`config.mk`:
```
export PLATFORM = sky130hd
export DESIGN_NAME = trng_key_sched
export DESIGN_NICKNAME = d
export VERILOG_FILES = /design/src/rtl/trng_key_sched.sv
export SDC_FILE = /design/constraint.sdc
export NUM_CORES = 1
export LEC_CHECK = 0
export CAP_MARGIN = 20
export CORE_AREA = 2 2 82 84
export CTS_CLUSTER_DIAMETER = 200
export DETAILED_ROUTE_END_ITERATION = 6
export DIE_AREA = 0 0 84 86
export MAX_ROUTING_LAYER = met4
export PLACE_DENSITY = 0.94
export SYNTH_ARGS = -nofsm -noshare
export SYNTH_HDL_FRONTEND = slang
export SYNTH_SLANG_ARGS = --single-unit
```
`constraint.sdc`:
```
create_clock -name clk_i -period 3.6 [get_ports clk_i]
set_input_delay 1.08 -clock clk_i [delete_from_list [all_inputs] [get_ports clk_i]]
set_output_delay 1.08 -clock clk_i [all_outputs]
set_load 0.05 [all_outputs]
```
`src/rtl/trng_key_sched.sv`:
```
// Arbitrates N_REQ requesters onto one trng core: warm-up discard, ready timeout,
// idle power-down, one key word per grant. Optional health test: TRNG_SCHED_RCT_EN.
module trng_key_sched #(
    parameter int N_REQ          = 3,
    parameter int N_BITS_KEY     = 32,
    parameter int DISCARD_WORDS  = 2,
    parameter int TIMEOUT_CYCLES = 4096,
    parameter int HOLD_CYCLES    = 64,
    parameter int RCT_LIMIT      = 3
) (
    input  logic                  clk_i,
    input  logic                  rst_ni,
    input  logic [N_REQ-1:0]      req_i,
    output logic [N_REQ-1:0]      valid_o,
    output logic [N_BITS_KEY-1:0] key_o,
    output logic                  trng_enable_o,
    output logic                  trng_ack_read_o,
    input  logic                  trng_key_ready_i,
    input  logic [N_BITS_KEY-1:0] trng_key_i,
    output logic                  err_o,
    input  logic                  err_clr_i,
    output logic                  busy_o
);

    localparam int GW = $clog2(N_REQ);
    localparam int TW = $clog2(TIMEOUT_CYCLES + 1);
    localparam int HW = $clog2(HOLD_CYCLES + 1);
    localparam int DW = (DISCARD_WORDS > 0) ? $clog2(DISCARD_WORDS + 1) : 1;

    if (N_REQ < 2 || N_REQ > 8 || RCT_LIMIT < 2) begin : g_param_check
        $error("trng_key_sched: unsupported parameter set");
    end

    typedef enum logic [1:0] {IDLE, WAIT_KEY, ACK, DELIVER} state_t;

    state_t                  state;
    logic [GW-1:0]           grant;
    logic [GW-1:0]           rr_ptr;
    logic [GW-1:0]           arb_idx;
    logic                    arb_hit;
    logic [DW-1:0]           discard_cnt;
    logic [TW-1:0]           timeout_cnt;
    logic [HW-1:0]           hold_cnt;
    logic [N_BITS_KEY-1:0]   word_q;
    logic                    stale_q;
    logic                    enable_q;
    logic                    ack_q;
    logic                    err_q;

`ifdef TRNG_SCHED_RCT_EN
    localparam int RW = $clog2(RCT_LIMIT) + 1;
    logic [N_BITS_KEY-1:0]   prev_word;
    logic [RW-1:0]           rep_cnt;
`endif

    // Round-robin: first requester at or after rr_ptr, wrapping.
    always_comb begin
        arb_hit = 1'b0;
        arb_idx = '0;
        for (int unsigned i = 0; i < N_REQ; i++) begin
            if (!arb_hit && req_i[(32'(rr_ptr) + i) % 32'(N_REQ)]) begin
                arb_hit = 1'b1;
                arb_idx = GW'((32'(rr_ptr) + i) % 32'(N_REQ));
            end
        end
    end

    always_ff @(posedge clk_i or negedge rst_ni) begin
        if (!rst_ni) begin
            state       <= IDLE;
            grant       <= '0;
            rr_ptr      <= '0;
            discard_cnt <= DW'(DISCARD_WORDS);
            timeout_cnt <= '0;
            hold_cnt    <= '0;
            word_q      <= '0;
            stale_q     <= 1'b0;
            enable_q    <= 1'b0;
            ack_q       <= 1'b0;
            err_q       <= 1'b0;
`ifdef TRNG_SCHED_RCT_EN
            prev_word   <= '0;
            rep_cnt     <= '0;
`endif
        end else begin
            ack_q <= 1'b0;
            // Any error set further down overrides this clear.
            if (err_clr_i) err_q <= 1'b0;
            case (state)
                IDLE: begin
                    if (!err_q && arb_hit) begin
                        grant       <= arb_idx;
                        hold_cnt    <= '0;
                        timeout_cnt <= '0;
                        stale_q     <= 1'b0;
                        state       <= WAIT_KEY;
                        if (!enable_q) begin
                            enable_q    <= 1'b1;
                            discard_cnt <= DW'(DISCARD_WORDS);
                        end
                    end else if (enable_q) begin
                        if (hold_cnt == HW'(HOLD_CYCLES - 1)) begin
                            enable_q <= 1'b0;
                            hold_cnt <= '0;
                        end else begin
                            hold_cnt <= hold_cnt + HW'(1);
                        end
                    end
                end
                WAIT_KEY: begin
                    stale_q <= 1'b0;
                    if (trng_key_ready_i && !stale_q) begin
                        word_q      <= trng_key_i;
                        timeout_cnt <= '0;
                        ack_q       <= 1'b1;
                        state       <= ACK;
                    end else if (timeout_cnt == TW'(TIMEOUT_CYCLES - 1)) begin
                        err_q       <= 1'b1;
                        enable_q    <= 1'b0;
                        timeout_cnt <= '0;
                        state       <= IDLE;
                    end else begin
                        timeout_cnt <= timeout_cnt + TW'(1);
                    end
                end
                ACK: begin
`ifdef TRNG_SCHED_RCT_EN
                    prev_word <= word_q;
`endif
                    if (discard_cnt != '0) begin
                        discard_cnt <= discard_cnt - DW'(1);
                        word_q      <= '0;
                        stale_q     <= 1'b1;
                        state       <= WAIT_KEY;
                    end
`ifdef TRNG_SCHED_RCT_EN
                    else if (word_q == prev_word) begin
                        word_q <= '0;
                        if (rep_cnt == RW'(RCT_LIMIT - 2)) begin
                            err_q    <= 1'b1;
                            enable_q <= 1'b0;
                            rep_cnt  <= '0;
                            state    <= IDLE;
                        end else begin
                            rep_cnt <= rep_cnt + RW'(1);
                            stale_q <= 1'b1;
                            state   <= WAIT_KEY;
                        end
                    end else begin
                        rep_cnt <= '0;
                        state   <= DELIVER;
                    end
`else
                    else begin
                        state <= DELIVER;
                    end
`endif
                end
                DELIVER: begin
                    word_q <= '0;
                    rr_ptr <= (grant == GW'(N_REQ - 1)) ? '0 : grant + GW'(1);
                    state  <= IDLE;
                end
                default: state <= IDLE;
            endcase
        end
    end

    // A withdrawn request suppresses the pulse; the word is dropped on exit.
    always_comb begin
        valid_o = '0;
        for (int unsigned i = 0; i < N_REQ; i++) begin
            valid_o[i] = (state == DELIVER) && (grant == GW'(i)) && req_i[i];
        end
    end

    assign key_o           = (|valid_o) ? word_q : '0;
    assign trng_enable_o   = enable_q;
    assign trng_ack_read_o = ack_q;
    assign err_o           = err_q;
    assign busy_o          = (state != IDLE);

endmodule

```
==> impl_metrics.csv, run 1 <==
group,metric,value,unit
sta,fmax,285,MHz
detailed_routing,dr.pass1.iters,5,
floorplan,die_w,84,microns
final_layout,multi_input_area,1570,sq um
power,p_total,3.20,mW
synthesis,ys_types,55,
clock_network,cts_tree,"yes",
sta,hold_violations,0,
synthesis,syn_area,3230,sq um
critical_path,crit_type,"in -> out",
min_path,whs_path_depth,1,
detailed_routing,ant_nets,0,
power,p_leak,2.11,nW
placed_design,dpl.hpwl,5990,microns
synthesis,synth_area_leaders,"dfrtp_1, a22o_1, and2_1, nand2_1, ha_1",
critical_path,worstRegToRegCells,7,
placed_design,placedCellCount,468,
detailed_routing,viasPerCell,6.25,
min_path,worstHoldPathType,"reg -> reg",
critical_path,critPathLaunchType,"input port",
synthesis,synth_common_cells,"dfrtp_1, a22o_1, and2_1, nand2_1",
final_layout,final_util,75.9,%
synthesis,synthCells,319,
power,clkPwrFrac,19.9,%
placed_design,gp_congestion,0.932,
clock_network,clock_sinks,64,
power,power_density,671,nW/um^2
synthesis,synth_edf_count,0,
detailed_routing,vias,3050,
detailed_routing,wl_per_cell,20.2,microns
synthesis,synth.most_common_cell,"dfrtp_1",
grt,grt_pass1_wl,15700,microns
critical_path,crit_path_end_kind,"output port",
synthesis,synth-seq-area-share,49.7,%
job,cap_violations,0,
status,status,"finished, final reports clean",
floorplan,dieArea,7220,sq um
floorplan,core,6280,sq um
clock_network,clock_path_buffers,2,
synthesis,synth_top_area_share,48.9,%
synthesis,ys_ff_latch,64,
synthesis,synth_flop_cell,"dfrtp_1",
clock_network,clockRootBuffer,"clkbuf_8",
critical_path,arrival,2.43,ns
sta,worst_pin_slew,0.614,ns
sta,relSlewSlack,59.0,%
clock_network,clock_latency,0.36,ns
final_layout,n_fill_cell,336,
floorplan,start_util,51.4,%
final_layout,syn2layout_area_growth,47.7,%
synthesis,async_reset_ff_share,100,%
power,p_int,1.88,mW
power,power_frac_comb,45.0,%
floorplan,rows,29,
sta,drv_slew,0,
clock_network,cts_made_buffers,9,
grt,antenna_found_initial,0,
floorplan,die_h,86,microns
final_layout,regArea,1600,sq um
synthesis,yosysTopAreaCell,"dfrtp_1",
critical_path,cp.required,2.52,ns
final_layout,antenna_cells,0,
sta,setup_violations,0,
detailed_routing,drcViolationCount,0,
power,switchingPower,1.31,mW
power,sequentialPowerShare,35.0,%
clock_network,htreeDepth,3,
final_layout,drive_gt1_share,23.6,%
power,vdd_drop_max,0.410,mV
final_layout,instances_no_fill,488,
power,switching_share,41.1,%
synthesis,synth_nets,365,
grt,grt_pass1_vias,3144,
sta,rsz0062_at_grt,"no",
sta,fin_crit_sh,97.6,%
grt,track_usage,29.1,%
detailed_routing,wl,9830,microns
floorplan,top_level_ports,78,
grt,grt.overflow.total,0,
grt,grt_max_degree,35,
synthesis,synth.avg_cell_area,10.1,sq um
sta,min_period,3.51,ns
placed_design,numPortBuffers,77,
clock_network,cts.hold.buffers_added,0,
clock_network,clkTransAtPathRegs,0.07,ns
detailed_routing,drtIter0Drc,290,
critical_path,crit_fanout,8,
synthesis,yosysWarningCount,0,
sta,finalClockSkew,0.0132,ns
final_layout,num-nets-final,452,
[flip-flops by register name, summed over array words and instances (netlist names)]
register         flops
discard_cnt          2
err_o                1
grant                2
hold_cnt             7
rr_ptr               2
stale_q              1
state                2
timeout_cnt         13
trng_ack_read_o      1
trng_enable_o        1
word_q              32
[area by class of cell]
class / count / area share [%]
flip-flops and latches: 64 / 33.6
multi-input cells: 229 / 33.0
repair buffers: 91 / 26.3
clock buffers: 13 / 3.34
well taps: 77 / 2.02
inverters: 11 / 0.867
clock inverters: 3 / 0.841
[critical path, stage by stage]
cell and delay, ns:
dlygate4sd2_1 0.22, nand2_1 0.07, a21o_1 0.22, a21oi_4 0.29, buf_6 0.15, buf_8 0.12, and2_4 0.16, buf_12 0.13
[metrics by stage]
| stage | setup slack [ns] | cell area [sq um] | hold WS, ns | setup TNS [ns] |
|---|---|---|---|---|
| finish | 0.0854 | 4760 | 0.496 | 0 |
| global route | 0.0141 | 4760 | 0.520 | 0 |
| CTS | 0.142 | 4760 | 0.497 | 0 |
| detailed placement | -0.128 | 4450 | 0.474 | -3.36 |
| global placement | -0.0985 | 4450 | 0.474 | -2.26 |
| floorplan | 0.313 | 3230 | 0.458 | 0 |
[cell families after synthesis]
family / share of synthesized area, %
and+or+nand+nor: 20.1
adders and majority gates: 2.72
DFF: 49.7
AOI/OAI and AO/OA: 22.8
buffers and inverters: 3.37
muxes: 1.32
[layout by cell type, fill, tap and decap left out, drive strengths merged, types with 11 or more instances in the layout]
cell,n
a21oi,12
a22o,33
and2,32
buf,50
clkbuf,13
clkdlybuf4s50,38
dfrtp,63
inv,11
nand2,31
nor2,16
o21ai,18
[power groups by stage]
| stage | registers, mW | clock network [mW] | logic [mW] |
|---|---|---|---|
| 2_1_floorplan | 1.07 | 0 | 0.921 |
| 3_3_place_gp | 1.09 | 0 | 1.25 |
| 3_5_place_dp | 1.10 | 0 | 1.33 |
| 4_1_cts | 1.10 | 0.637 | 1.39 |
| 5_1_grt | 1.14 | 0.669 | 1.54 |
| 6_report | 1.12 | 0.637 | 1.44 |
[final timing paths]
kind                       startpoint              to  slack (ns)
hold / removal             word_q[13]      word_q[13]        0.50
setup / recovery             req_i[2]       key_o[20]        0.09
hold reg to reg            word_q[13]      word_q[13]        0.50
min in group asynchronous      rst_ni      word_q[23]        0.69
setup reg to reg            rr_ptr[0]  timeout_cnt[5]        1.23
max in group asynchronous      rst_ni  discard_cnt[1]        2.15
[routing by layer]
layer,global-route usage (%),wire (microns),vias up
li1,-,-,1328
met1,33.8,3780,1516
met2,47.9,4990,168
met3,6.16,687,38
met4,14.8,369,0
met5,-,0,-
[repair_timing]
| action | in CTS | in global routing |
|---|---|---|
| resized for setup | 27 | 0 |
| setup buffers | 2 | 0 |
| endpoints found under the setup margin | 32 | 0 |
Power figures use the tool's default switching activity.
==> run 2: changes to the inputs <==
--- a/config.mk
+++ b/config.mk
@@ -8,6 +8,7 @@
 export CAP_MARGIN = 20
 export CORE_AREA = 2 2 82 84
 export CTS_CLUSTER_DIAMETER = 200
+export CTS_CLUSTER_SIZE = 8
 export DETAILED_ROUTE_END_ITERATION = 6
 export DIE_AREA = 0 0 84 86
 export MAX_ROUTING_LAYER = met4
==> results of run 2 <==
No change in the layout: final DEF, timing and power equal those of run 1.
